**src/rtl/dir_ctrl.sv**
```systemverilog
// Direction-button conditioner for the snek core: synchronize, debounce, detect
// presses, and commit a filtered heading on the game tick.
module dir_ctrl #(
  parameter int DEBOUNCE_CYCLES = 250000,
  parameter int CNT_W           = 18
) (
  input  logic       clk,
  input  logic       rst,
  input  logic [3:0] buttons,
  input  logic       tick,
  output logic [1:0] dir,
  output logic       turned,
  output logic       started,
  output logic [3:0] db_buttons
);

  localparam logic [CNT_W-1:0] CNT_MAX = CNT_W'(DEBOUNCE_CYCLES - 1);

  logic [3:0]       sync1_q, sync2_q;
  logic [CNT_W-1:0] cnt_q [4];
  logic [CNT_W-1:0] cnt_d [4];
  logic [3:0]       db_q, db_d;
  logic [3:0]       db_out_q;
  logic [3:0]       db_prev_q;
  logic [3:0]       press_q, press_d;
  logic [1:0]       pend_q, pend_d;
  logic             pend_valid_q, pend_valid_d;
  logic [1:0]       dir_q, dir_d;
  logic             turned_q, turned_d;
  logic             started_q, started_d;

  logic             req_valid;
  logic [1:0]       req;
  logic             commit;
  logic [1:0]       dir_next;
  logic             accept;

  // Counter only advances while the synchronized level disagrees with db,
  // and clears on acceptance, so it never exceeds DEBOUNCE_CYCLES-1.
  always_comb begin
    for (int i = 0; i < 4; i++) begin
      cnt_d[i] = '0;
      db_d[i]  = db_q[i];
      if (sync2_q[i] != db_q[i]) begin
        if (cnt_q[i] == CNT_MAX) begin
          db_d[i] = sync2_q[i];
        end else begin
          cnt_d[i] = cnt_q[i] + 1'b1;
        end
      end
    end
  end

  // Press edges are taken from the retimed debounced level seen on db_buttons.
  always_comb begin
    press_d   = db_out_q & ~db_prev_q;
    started_d = started_q | (|press_d);
  end

  // Priority up > down > left > right; bit order is {up, down, left, right}.
  always_comb begin
    req_valid = |press_q;
    req       = 2'b11;
    if (press_q[3])      req = 2'b00;
    else if (press_q[2]) req = 2'b01;
    else if (press_q[1]) req = 2'b10;
    else                 req = 2'b11;
  end

  // Same-axis requests (same heading or its reverse) share dir bit 1.
  always_comb begin
    commit       = tick & pend_valid_q;
    dir_next     = commit ? pend_q : dir_q;
    accept       = req_valid && (req[1] != dir_next[1]);
    dir_d        = dir_next;
    turned_d     = commit;
    pend_d       = accept ? req : pend_q;
    pend_valid_d = accept | (pend_valid_q & ~commit);
  end

  always_ff @(posedge clk) begin
    if (rst) begin
      sync1_q      <= '0;
      sync2_q      <= '0;
      db_q         <= '0;
      db_out_q     <= '0;
      db_prev_q    <= '0;
      press_q      <= '0;
      pend_q       <= 2'b11;
      pend_valid_q <= 1'b0;
      dir_q        <= 2'b11;
      turned_q     <= 1'b0;
      started_q    <= 1'b0;
      for (int i = 0; i < 4; i++) cnt_q[i] <= '0;
    end else begin
      sync1_q      <= buttons;
      sync2_q      <= sync1_q;
      db_q         <= db_d;
      db_out_q     <= db_q;
      db_prev_q    <= db_out_q;
      press_q      <= press_d;
      pend_q       <= pend_d;
      pend_valid_q <= pend_valid_d;
      dir_q        <= dir_d;
      turned_q     <= turned_d;
      started_q    <= started_d;
      for (int i = 0; i < 4; i++) cnt_q[i] <= cnt_d[i];
    end
  end

  assign dir        = dir_q;
  assign turned     = turned_q;
  assign started    = started_q;
  assign db_buttons = db_out_q;

endmodule
```
**config.mk**
```make
export PLATFORM = sky130hd
export DESIGN_NAME = dir_ctrl
export DESIGN_NICKNAME = d
export VERILOG_FILES = /design/src/rtl/dir_ctrl.sv
export SDC_FILE = /design/constraint.sdc
export NUM_CORES = 1
export LEC_CHECK = 0
export ABC_CLOCK_PERIOD_IN_PS = 2100
export CAP_MARGIN = 20
export CORE_MARGIN = 2
export CORE_UTILIZATION = 60
export CTS_CLUSTER_DIAMETER = 200
export DETAILED_ROUTE_END_ITERATION = 8
export PLACE_DENSITY_LB_ADDON = 0.05
export SYNTH_ARGS = -nofsm -noshare
export SYNTH_HDL_FRONTEND = slang
export SYNTH_SLANG_ARGS = --single-unit
```
**constraint.sdc**
```tcl
create_clock -name clk -period 2.1 [get_ports clk]
set_input_delay 0.21 -clock clk [delete_from_list [all_inputs] [get_ports clk]]
set_output_delay 0.21 -clock clk [all_outputs]
set_load 0.03 [all_outputs]
```
### Word level (Yosys, flattened, before mapping)

Memory sizes are Yosys's and may differ from the RTL's.
Index checks and enable logic that the tools add are counted.

* latch bits: 0
* memory bits (read-only): 0
* RAM bits: 72
* logic and storage cells: 66
* memories: 1
* input bits: 7
* output and inout bits: 8
* flip-flop bits (word level): 31

* $mul: 0
* divide/modulo/power cells: 0
* $lt $le $gt $ge: 0
* shift operators: 0
* mux-type cells: 19
* bitwise operators: 11
* $add $sub $neg: 4
* reduce and logical (&&, ||, !) cells: 7
* eq/ne operators: 9

Memory list
* cnt_q: depth 4, width 18, read ports 4, clocked after Yosys merged registers in 0, wr ports 4, RTL line 20 `logic [CNT_W-1:0] cnt_q [4];`

Operator list (number)
* 2-to-1 mux 18 bit: 12
* adder 18 x 1 -> 18 bit (second input constant): 4
* == test 18 bit (second input constant): 4
* AND reduction 2 bit: 4
* OR reduction 4 bit: 2
* 2-to-1 mux 2 bit: 3
* OR 1 bit: 6
* != test 1 bit: 5
* bitwise AND 4 bit: 1
* 2-to-1 mux 1 bit: 4
* inverter 4 bit: 1
* bitwise AND 1 bit: 2
* logical AND 1 bit: 1
* inverter 1 bit: 1

### Depth between registers and ports, before layout

Gate-level depths: netlist of the first run.

* word-level depth: 6
* gate-level depth with buffers: 7
* mapped depth without buffers: 5

### Least setup slack after synthesis of the first run

No wires, ideal clock.

* path kind: reg-to-reg
* start: mem cnt_q[2][0]
* end: mem cnt_q[2][10]
* cell stages (with the launch flop): 8
* period minus slack after synthesis: 1910 ps
* arrival: 1793 ps
* required time: 1983 ps
* path buffers: 2
* setup slack: 190 ps
* setup time: 117 ps
* cells stage by stage: dfxtp_1 ha_1 buf_2 nand3_1 or4_1 o21ai_2 buf_2 nor2_1

RTL lines (RTL line)
* start, declared: 20

==> results of run 1 <==
[cell usage after synthesis (2+ instances only)]
cell type  instances  area, um2
dfxtp_1          103       2060
nor2_1            78        293
xnor2_1           43        377
nand3_1           26        130
nand4_1           22        138
nand2_1           20       75.1
nor2b_1           18        113
nor4_1            18        113
inv_1             17       63.8
xor2_1            17        149
nor3_1            12       60.1
o21ai_0           10       50.1
a21oi_1            9       45.0
clkbuf_1           8       30.0
or4_1              8       60.1
or3_1              5       31.3
and2_1             4       25.0
and4_1             4       35.0
ha_1               4       50.1
nand2b_1           4       25.0
buf_2              3       15.0
nor4b_1            3       26.3
o31ai_1            3       22.5
and3_1             2       12.5
mux2_2             2       22.5
mux2i_1            2       20.0
nor3b_1            2       15.0
o21ai_2            2       17.5
o41ai_1            2       17.5
[through the flow]
stage / util / area [um2] / hold slack (ns) / total power [uW] / setup slack [ns]
after CTS: 0.703 / 4770 / 0.364 / 3300 / 0.193
after global placement: 0.673 / 4570 / 0.388 / 2060 / 0.221
after floorplan: - / 4230 / 0.289 / 2040 / 0.190
after global routing: 0.703 / 4770 / 0.361 / 3390 / 0.0422
final: 0.703 / 4770 / 0.386 / 3260 / 0.211
after detailed placement: 0.673 / 4570 / 0.401 / 2070 / 0.150
[routing by layer]
metal  global-route usage  part of all wire
met2                0.324              0.45
met5                    0                 0
met4               0.0503            0.0095
met3               0.0660             0.036
met1                0.282              0.50
[critical path: cells and delay by family, from the launching register on]
kind,cells,cell delay [ns]
buffers and inverters,1,0.23
adders and majority gates,1,0.21
DFF,1,0.38
AOI/OAI and AO/OA,2,0.22
and+or+nand+nor,2,0.73
[layout make-up]
cell class	instances	area, um2
Sequential cell	103	2060
Multi-Input combinational cell	333	2040
Fill cell	542	2020
Timing Repair Buffer	31	280
Clock buffer	9	124
Tap cell	96	120
Clock inverter	7	78.8
Inverter	17	63.8
[registers in the layout, summed over array words and instances, names as in the netlist]
| name | count |
|---|---|
| pend_q | 2 |
| started | 1 |
| turned | 1 |
| pend_valid_q | 1 |
| db_buttons | 4 |
| cnt_q | 72 |
| sync1_q | 4 |
| press_q | 4 |
| db_q | 4 |
| sync2_q | 4 |
| dir | 2 |
| db_prev_q | 4 |
[logic make-up (layout without fill, tap and decap cells)]
| group | after synthesis | after routing |
|---|---|---|
| AO/OA/AOI/OAI | 33 | 33 |
| adder cells (fa/ha/maj) | 4 | 4 |
| AND/OR/NAND/NOR | 232 | 232 |
| flip-flops | 103 | 103 |
| XOR/XNOR | 60 | 60 |
| buffers and inverters | 29 | 64 |
| multiplexers | 4 | 4 |
[worst paths after layout]
path / to / depth (start not counted) / slack [ns] / from
worst max-delay path: cnt_q[0][17]$_SDFF_PP0_ / 6 / 0.21 / cnt_q[0][0]$_SDFF_PP0_
worst min-delay path: sync1_q[0]$_SDFF_PP0_ / 2 / 0.39 / buttons[0]
worst max register to register: cnt_q[0][17]$_SDFF_PP0_ / 6 / 0.21 / cnt_q[0][0]$_SDFF_PP0_
worst min register to register: press_q[1]$_SDFF_PP0_ / 1 / 0.41 / db_prev_q[1]$_SDFF_PP0_
[power by group]
group | internal [uW] | switching, uW | total, uW
combinational | 26.8 | 26.7 | 53.5
clock | 561 | 682 | 1240
sequential | 1960 | 5.06 | 1970
total | 2550 | 713 | 3260
==> reports/results.env, run 1 <==
OUTCOME='finished clean'
SYNTH.AREA.MUX_SHARE=0.0101
YOSYS.AREA_SHARE.XOR_XNOR=0.124
SYNTH.FF_LATCH_COUNT=103
CLOCK_LATENCY_LATE_SINK_NS=0.36
SYNTHESIZED_AREA_FRACTION_OCCUPIED_BY_AO_OA_AOI_AND_OAI_CELLS=0.0515
ANTENNA_FOUND_INITIAL=0
TIMING.SLEW.HEADROOM=0.774
RSZ_0062_RAISED_AFTER_GLOBAL_ROUTING='false'
GRT_MAX_DEGREE=19
GR-USAGE-ALL-LAYERS=0.208
PLACE.DETAILED.INSTANCES=580
DIE_AREA_UM2=7730
REQUIRED_NS=2.35
YS.WARNINGS.COUNT=0
DETAIL_ROUTE.DRC_VIOLATIONS=0
DIODES=0
TIMING.CLOCK.SKEW_NS=0.00628
RATIO_OF_CELLS_WITH_DRIVE_ABOVE_1_IN_THE_FINAL_LAYOUT=0.0820
ROUTE.ANTENNA.REMAINING_NETS=0
FINALSETUPVIOLATIONS=0
CTS.REPAIR.RESIZED=0
WIDTH_OF_THE_CHIP_UM=87.9
FIN_CELLS=596
PERIOD_MINUS_SLACK_NS=1.89
POSTCTSSETUPREPAIRBUFS=0
IO-PIN-COUNT=15
FIN_TNS_SETUP_NS=0
DETAIL_ROUTE.WL_PER_CELL_UM=11.9
MAX_CLOCK_FREQ_MHz=529
CELLPOWERDENSITY_nW_PER_UM2=683
YS_ASYNC_RST_SHARE=0
SEQ_AREA_FRAC_SYNTH=0.488
CLK_PIN_SLEW_NS=0.10
CTS_HTREE_LEVELS=3
CRIT_PATH_END_KIND='register'
YS.FLOP_TYPE='dfxtp_1'
GP_CONGESTION=0.824
SYNTHADDERAREAFRAC=0.0118
SETUP.WORST_PATH.START_CLASS='register'
CRIT_CHAIN='ha_1, nand3_1, or4_1, o21ai_2, buf_4, a21oi_1'
CTS_BUFFERS=9
DRT_FIRST_PASS_ITERS=4
POST_SYNTH_AND_OR_NAND_NOR_AREA_FRACTION=0.286
FINAL_MAX_SLEW_VIOL_COUNT=0
WORST-SLEW-PIN-TRANSITION_NS=0.336
FINALWIRELENGTH_UM=7070
GLOBAL_ROUTE.OVERFLOW_TOTAL=0
NETLIST-CELL-TYPE-COUNT=43
NUM-NETS-FINAL=506
CLOCKBUFFERDEPTH=2
AREA.GROWTH.SYNTH_TO_FINAL_PCT=12.9
TIMING.FINAL.CRIT_SHARE=0.899
PEAKVDDDROP_mV=0.479
SYN-CELL-AREA_UM2=4230
POST_SYNTH_INST_COUNT=465
ROUTED-VIA-COUNT=3195
PLACEABLECOREAREA_UM2=6790
ROUTE.DETAILED.VIAS_PER_INST=5.36
CP_MAX_FO=18
GRT_PASS1_VIAS=2881
MOSTFREQUENTLAYOUTCELLS='103 x dfxtp_1, 78 x nor2_1, 43 x xnor2_1, 26 x nand3_1, 22 x nand4_1'
CTS_HOLD_BUFFERS=0
CRIT_ARRIVAL_NS=2.14
CP_SLOWEST_CELL='or4_1'
P_LEAK_uW=0.00145
TRITONCTS_CLOCK_TREE='built'
PATH_CLASS='reg -> reg'
DRT_FIRST_ITER_VIOLATIONS=113
MOSTFREQUENTLAYOUTCELL='dfxtp_1'
DRV_CAP=0
NUMBER_OF_ENABLE_TYPE_REGISTER_CELLS_IN_THE_SYNTHESIZED_NETLIST=0
LARGEST_FAMILY_OF_LOGIC_CELLS_BY_SYNTHESIZED_AREA='simple AND/OR/NAND/NOR gates'
SYN_AREA_CELL_UM2=9.09
INITIAL_UTILIZATION=0.622
CHIPHEIGHT_UM=87.9
PORT_BUFFERS=14
DP_HPWL_UM=5070
FIRST_PASS_GRT_WIRE_LENGTH_UM=12800
CTS.ROOT.BUFFER_CELL='clkbuf_8'
REPORT.FINAL.HOLD_VIOL_COUNT=0
POSTSYNTHNETCOUNT=476
CTS.SINKS=103
HOLD_PATH_CLASS='in -> reg'
DELAY_OF_THE_SLOWEST_CRITICAL_PATH_STAGE_NS=0.52
PLACEMENT_ROWS=30
No activity file was read; power rests on OpenSTA's default activity.
==> run 2, diff against run 1 <==
--- a/config.mk
+++ b/config.mk
@@ -5,11 +5,11 @@
 export SDC_FILE = /design/constraint.sdc
 export NUM_CORES = 1
 export LEC_CHECK = 0
-export ABC_CLOCK_PERIOD_IN_PS = 2100
+export ABC_CLOCK_PERIOD_IN_PS = 2400
 export CAP_MARGIN = 20
-export CORE_MARGIN = 2
-export CORE_UTILIZATION = 60
+export CORE_UTILIZATION = 65
 export CTS_CLUSTER_DIAMETER = 200
+export CTS_CLUSTER_SIZE = 40
 export DETAILED_ROUTE_END_ITERATION = 8
 export PLACE_DENSITY_LB_ADDON = 0.05
 export SYNTH_ARGS = -nofsm -noshare
==> constraint.sdc (replaced) <==
create_clock -name clk -period 2.4 [get_ports clk]
set_input_delay 0.24 -clock clk [delete_from_list [all_inputs] [get_ports clk]]
set_output_delay 0.24 -clock clk [all_outputs]
set_load 0.03 [all_outputs]
==> run 2 against run 1 <==
  * Power down 12%
  * Via count up 0.25%
  * Clock skew up 0.00051 ns
  * Wire length up 1.1%
  * Cell area down 2.2%
  * Final cell count down 4.9%
  * Sequential share of layout area up 0.97 points
  * Highest routed layer unchanged
==> reports/results.env, run 2 (synthesis results as in run 1) <==
TIMING.FINAL.WS_SETUP_NS=0.387
FIRST_PASS_GRT_WIRE_LENGTH_UM=12000
CP_MAX_FO=17
PLACEMENT_ROWS=29
SWITCHINGPOWER_uW=580
CTS_HTREE_LEVELS=3
PORT_BUFFERS=14
FINALWIRELENGTH_UM=7150
CRIT_CHAIN='or4_1, or4_4, o21ai_4, nor2_1'
CRIT_PATH_END_KIND='register'
CTS.ROOT.BUFFER_CELL='clkbuf_8'
CTS.SINKS=103
WORST-SLEW-PIN-TRANSITION_NS=0.563
MOSTFREQUENTLAYOUTCELLS='103 x dfxtp_1, 78 x nor2_1, 43 x xnor2_1, 26 x nand3_1, 22 x nand4_1'
CLK_PIN_SLEW_NS=0.09
WORSTHOLDSTART='db_prev_q[1]$_SDFF_PP0_'
IO-PIN-COUNT=15
SWITCHING_SHARE=0.203
DETAIL_ROUTE.DRC_VIOLATIONS=0
DRT_FIRST_ITER_VIOLATIONS=113
TRITONCTS_CLOCK_TREE='built'
CLOCK_LATENCY_LATE_SINK_NS=0.36
INTERNAL-POWER_uW=2280
DETAIL_ROUTE.WL_PER_CELL_UM=12.6
LARGEST_REGISTER_FFS=72
CELLPOWERDENSITY_nW_PER_UM2=612
GLOBAL_ROUTE.OVERFLOW_TOTAL=0
AREA.GROWTH.SYNTH_TO_FINAL_PCT=10.5
REPORT.FINAL.HOLD_VIOL_COUNT=0
OUTCOME='finished clean'
CTS_HOLD_BUFFERS=0
SHARE_COMB_OF_TOTAL_POWER=0.015
MAX_CLOCK_FREQ_MHz=497
RSZ_0062_RAISED_AFTER_GLOBAL_ROUTING='false'
COMBINED_AREA_OF_THE_MULTI_INPUT_LOGIC_CELLS_UM2=2040
GRT_MAX_DEGREE=33
CHIPHEIGHT_UM=82.6
FINAL_MAX_SLEW_VIOL_COUNT=0
GP_CONGESTION=0.797
PERIOD_MINUS_SLACK_NS=2.01
INITIAL_UTILIZATION=0.669
PLACE.DETAILED.INSTANCES=551
WORSTREGTOREGCELLS=4
FIN_TNS_SETUP_NS=0
PLACEABLECOREAREA_UM2=6310
CRITPATHTOPFAMILY='simple AND/OR/NAND/NOR gates'
GRT_PASS1_VIAS=2766
TIMING.SLEW.HEADROOM=0.621
DRV_CAP=0
DIE_AREA_UM2=6830
GR-USAGE-ALL-LAYERS=0.231
PATH_CLASS='reg -> reg'
CLOCKBUFFERDEPTH=2
MOSTFREQUENTLAYOUTCELL='dfxtp_1'
REQUIRED_NS=2.64
POWER_uW=2860
N_FILL_CELL=486
NUM-NETS-FINAL=496
CTS_BUFFERS=9
ROUTE.DETAILED.VIAS_PER_INST=5.65
CRIT_ARRIVAL_NS=2.25
CP_SLOWEST_CELL='or4_4'
P_LEAK_uW=0.00140
R2R-START='cnt_q[3][8]$_SDFF_PP0_'
DRT_FIRST_PASS_ITERS=4
FINALSETUPVIOLATIONS=0
POWER_FRAC_CLOCK=0.383
HOLD_PATH_CLASS='reg -> reg'
ROUTED-VIA-COUNT=3203
PATH_BUF_INV=0
HOLD-PATH-ENDPOINT='press_q[1]$_SDFF_PP0_'
AREA.SEQUENTIAL_UM2=2060
RATIO_OF_CELLS_WITH_DRIVE_ABOVE_1_IN_THE_FINAL_LAYOUT=0.0612
WIDTH_OF_THE_CHIP_UM=82.6
TIMING.CLOCK.SKEW_NS=0.00679
PLACE_WS_NS=0.364
DIODES=0
DELAY_OF_THE_SLOWEST_CRITICAL_PATH_STAGE_NS=0.53
ROUTE.ANTENNA.REMAINING_NETS=0
TIMING.HOLD.WORST_PATH_DEPTH=1
POWER.SEQUENTIAL.FRACTION=0.602
MAX_FLOP_REGISTER='cnt_q'
POSTCTSSETUPREPAIRBUFS=0
PEAKVDDDROP_mV=0.734
SETUP.WORST_PATH.START_CLASS='register'
ANTENNA_FOUND_INITIAL=0
DP_HPWL_UM=4990
TIMING.RR.END='cnt_q[3][4]$_SDFF_PP0_'
TIMING.HOLD.WS_NS=0.396
FIN_CELLS=567
CTS.REPAIR.RESIZED=0
TIMING.FINAL.CRIT_SHARE=0.839
REG2REG_SLACK_NS=0.39
-- run 2: cell count changes in the layout (fill, tap and decap cells not counted), sizes merged --
cell / previous run / this run
clkbuf: 9 / 12
clkinvlp: 3 / 2
inv: 19 / 17
buf: 17 / 7
-- run 2: per-layer routing --
layer  part of all wire  routed length, um  track usage  up-vias
met4             0.0085                 61       0.0672        0
met2               0.48               3410        0.384       50
li1                   -                  -            -     1654
met1               0.48               3420        0.284     1493
met5                  0                  0            0        -
met3              0.037                265       0.0758        6
-- run 2: power groups by stage --
stage	sequential [uW]	clock, uW	combinational (uW)
6_report	1720	1090	43.8
4_1_cts	1720	1120	44.3
2_1_floorplan	1760	0	25.8
3_3_place_gp	1760	0	42.4
5_1_grt	1720	1190	48.7
3_5_place_dp	1760	0	43.6
-- run 2: cell type report --
class / instances / area share
flip-flops and latches: 103 / 0.442
multi-input cells: 333 / 0.438
repair buffers: 21 / 0.0413
clock buffers: 12 / 0.0332
well taps: 77 / 0.0206
inverters: 17 / 0.0137
clock inverters: 4 / 0.0115
-- run 2: worst max-delay path by stage --
stage	from	to	slack (ns)	cells past startpoint
4_1_cts	cnt_q[3][8]$_SDFF_PP0_	cnt_q[3][14]$_SDFF_PP0_	0.37	4
2_1_floorplan	cnt_q[2][0]$_SDFF_PP0_	cnt_q[2][10]$_SDFF_PP0_	0.49	7
5_1_grt	cnt_q[3][8]$_SDFF_PP0_	cnt_q[3][7]$_SDFF_PP0_	0.28	4
3_5_place_dp	tick	pend_q[0]$_SDFFE_PP1P_	0.36	5
6_report	cnt_q[3][8]$_SDFF_PP0_	cnt_q[3][4]$_SDFF_PP0_	0.39	4
3_3_place_gp	tick	pend_q[0]$_SDFFE_PP1P_	0.40	5
-- run 2: metrics by stage --
step,util,cell area [um2]
detailed placement,0.706,4460
floorplan,-,4230
global placement,0.706,4460
CTS,0.739,4670
global route,0.739,4670
finish,0.739,4670
==> run 3, diff against run 2 <==
--- a/config.mk
+++ b/config.mk
@@ -5,9 +5,9 @@
 export SDC_FILE = /design/constraint.sdc
 export NUM_CORES = 1
 export LEC_CHECK = 0
-export ABC_CLOCK_PERIOD_IN_PS = 2400
+export ABC_CLOCK_PERIOD_IN_PS = 2029
 export CAP_MARGIN = 20
-export CORE_UTILIZATION = 65
+export CORE_UTILIZATION = 60
 export CTS_CLUSTER_DIAMETER = 200
 export CTS_CLUSTER_SIZE = 40
 export DETAILED_ROUTE_END_ITERATION = 8
==> constraint.sdc (replaced) <==
create_clock -name clk -period 2.03 [get_ports clk]
set_input_delay 0.203 -clock clk [delete_from_list [all_inputs] [get_ports clk]]
set_output_delay 0.203 -clock clk [all_outputs]
set_load 0.03 [all_outputs]
==> run 3 against run 2 <==
  * Sequential share of layout area is 1.3 points lower
  * Non-clock buffer count is 13 higher
  * Critical path depth is 1 higher
  * Sequential cell count stayed put
  * Wire length is 2.0% higher
  * Largest power group unchanged
  * Register-to-register slack worse by 0.24 ns
  * Critical endpoint is now cnt_q[3][11]$_SDFF_PP0_
  * Hold slack worse by 0.017 ns
  * Cell area is 3.1% higher
  * Setup slack worse by 0.24 ns
==> reports/results.env, run 3 (synthesis results as in run 1) <==
REQUIRED_NS=2.29
GRT_MAX_DEGREE=19
CTS.SINKS=103
DRT_FIRST_PASS_ITERS=4
PLACE.DETAILED.INSTANCES=583
WIDTH_OF_THE_CHIP_UM=85.9
HOLD_PATH_CLASS='in -> reg'
TIMING.CLOCK.SKEW_NS=0.0131
DIE_AREA_UM2=7380
AREA.GROWTH.SYNTH_TO_FINAL_PCT=13.8
DETAIL_ROUTE.WL_PER_CELL_UM=12.2
WORST-SLEW-PIN-TRANSITION_NS=0.546
TIMING.HOLD.WORST_PATH_DEPTH=2
GP_CONGESTION=0.767
ROUTE.ANTENNA.REMAINING_NETS=0
POSTCTSSETUPREPAIRBUFS=0
OUTCOME='finished clean'
MAX_FLOP_REGISTER='cnt_q'
MOSTFREQUENTLAYOUTCELL='dfxtp_1'
TIMING.FINAL.CRIT_SHARE=0.928
P_LEAK_uW=0.00147
PLACEABLECOREAREA_UM2=6790
DIODES=0
WORSTREGTOREGCELLS=5
FIN_CELLS=599
DELAY_OF_THE_SLOWEST_CRITICAL_PATH_STAGE_NS=0.53
PORT_BUFFERS=14
SETUP.WORST_PATH.START_CLASS='register'
GR-USAGE-ALL-LAYERS=0.215
CP_SLOWEST_CELL='or4_4'
CRIT_CHAIN='or4_1, or4_4, o21ai_4, buf_12, nor2_1'
RATIO_OF_CELLS_WITH_DRIVE_ABOVE_1_IN_THE_FINAL_LAYOUT=0.0855
IO-PIN-COUNT=15
ROUTE.DETAILED.VIAS_PER_INST=5.42
FINAL_MAX_SLEW_VIOL_COUNT=0
REPORT.FINAL.HOLD_VIOL_COUNT=0
DP_HPWL_UM=5260
FIRST_PASS_GRT_WIRE_LENGTH_UM=12800
ANTENNA_FOUND_INITIAL=0
MOSTFREQUENTLAYOUTCELLS='103 x dfxtp_1, 78 x nor2_1, 43 x xnor2_1, 26 x nand3_1, 22 x nand4_1'
CRITICAL_PATH_CELL_COUNT=5
TRITONCTS_CLOCK_TREE='built'
FINALSETUPVIOLATIONS=0
CLOCK_LATENCY_LATE_SINK_NS=0.37
CELLPOWERDENSITY_nW_PER_UM2=705
CLOCKBUFFERDEPTH=2
PATH_BUF_INV=1
INITIAL_UTILIZATION=0.622
CLK_PIN_SLEW_NS=0.09
FIN_TNS_SETUP_NS=0
CTS_HOLD_BUFFERS=0
CRIT_PATH_END_KIND='register'
CTS_BUFFERS=9
CTS_HTREE_LEVELS=3
GRT_PASS1_VIAS=3021
PEAKVDDDROP_mV=0.547
GLOBAL_ROUTE.OVERFLOW_TOTAL=0
TIMING.SLEW.HEADROOM=0.633
CP_MAX_FO=17
PATH_CLASS='reg -> reg'
CTS.ROOT.BUFFER_CELL='clkbuf_8'
DRV_CAP=0
PERIOD_MINUS_SLACK_NS=1.88
CTS.REPAIR.RESIZED=0
LARGEST_REGISTER_FFS=72
FINALWIRELENGTH_UM=7290
DETAIL_ROUTE.DRC_VIOLATIONS=0
MAX_CLOCK_FREQ_MHz=531
PLACEMENT_ROWS=30
RSZ_0062_RAISED_AFTER_GLOBAL_ROUTING='false'
ROUTED-VIA-COUNT=3247
NUM-NETS-FINAL=509
CRITPATHTOPFAMILY='simple AND/OR/NAND/NOR gates'
CHIPHEIGHT_UM=85.9
DRT_FIRST_ITER_VIOLATIONS=127
CRIT_ARRIVAL_NS=2.14
run 3: changes by cell type in the layout (fill, tap and decap cells not counted):
| cell | previous run | this run |
|---|---|---|
| clkinvlp_4 | 2 | 1 |
| clkbuf_8 | 11 | 10 |
| inv_6 | 0 | 2 |
| buf_12 | 0 | 2 |
| buf_4 | 7 | 18 |
run 3: where the power goes:
group          internal [uW]  switching, uW  total, uW
logic                   30.3           28.1       58.4
registers               2030           5.53       2030
clock network            615            685       1300
run 3: area by class of cell:
type,count,area [um2]
inverter,17,63.8
clock buffer,11,141
tap,96,120
fill,557,1980
multi-input combinational,333,2040
timing repair buffer,34,315
sequential,103,2060
clock inverter,5,63.8
run 3: worst paths after layout:
check / to / from / slack (ns)
hold / removal: sync1_q[1]$_SDFF_PP0_ / buttons[1] / 0.38
hold reg to reg: press_q[1]$_SDFF_PP0_ / db_prev_q[1]$_SDFF_PP0_ / 0.41
setup / recovery: cnt_q[3][11]$_SDFF_PP0_ / cnt_q[3][4]$_SDFF_PP0_ / 0.15
setup reg to reg: cnt_q[3][11]$_SDFF_PP0_ / cnt_q[3][4]$_SDFF_PP0_ / 0.15
run 3: metal layers:
metal  global-route usage  part of all wire  up-vias  wire length [um]
met5                    0                 0        -                 0
met4               0.0803             0.016        0               114
met3               0.0577             0.032       12               232
met2                0.352              0.46       38              3360
met1                0.272              0.49     1522              3580
li1                     -                 -     1675                 -
run 3: stage by stage:
| stage | setup slack [ns] | power [uW] | area, um2 | util | hold WS [ns] |
|---|---|---|---|---|---|
| 2_1_floorplan | 0.120 | 2110 | 4230 | - | 0.282 |
| 3_3_place_gp | 0.165 | 2140 | 4610 | 0.678 | 0.386 |
| 3_5_place_dp | 0.105 | 2140 | 4610 | 0.678 | 0.389 |
| 4_1_cts | 0.135 | 3430 | 4810 | 0.708 | 0.361 |
| 5_1_grt | 0.0496 | 3510 | 4810 | 0.708 | 0.383 |
| 6_report | 0.145 | 3390 | 4810 | 0.708 | 0.379 |
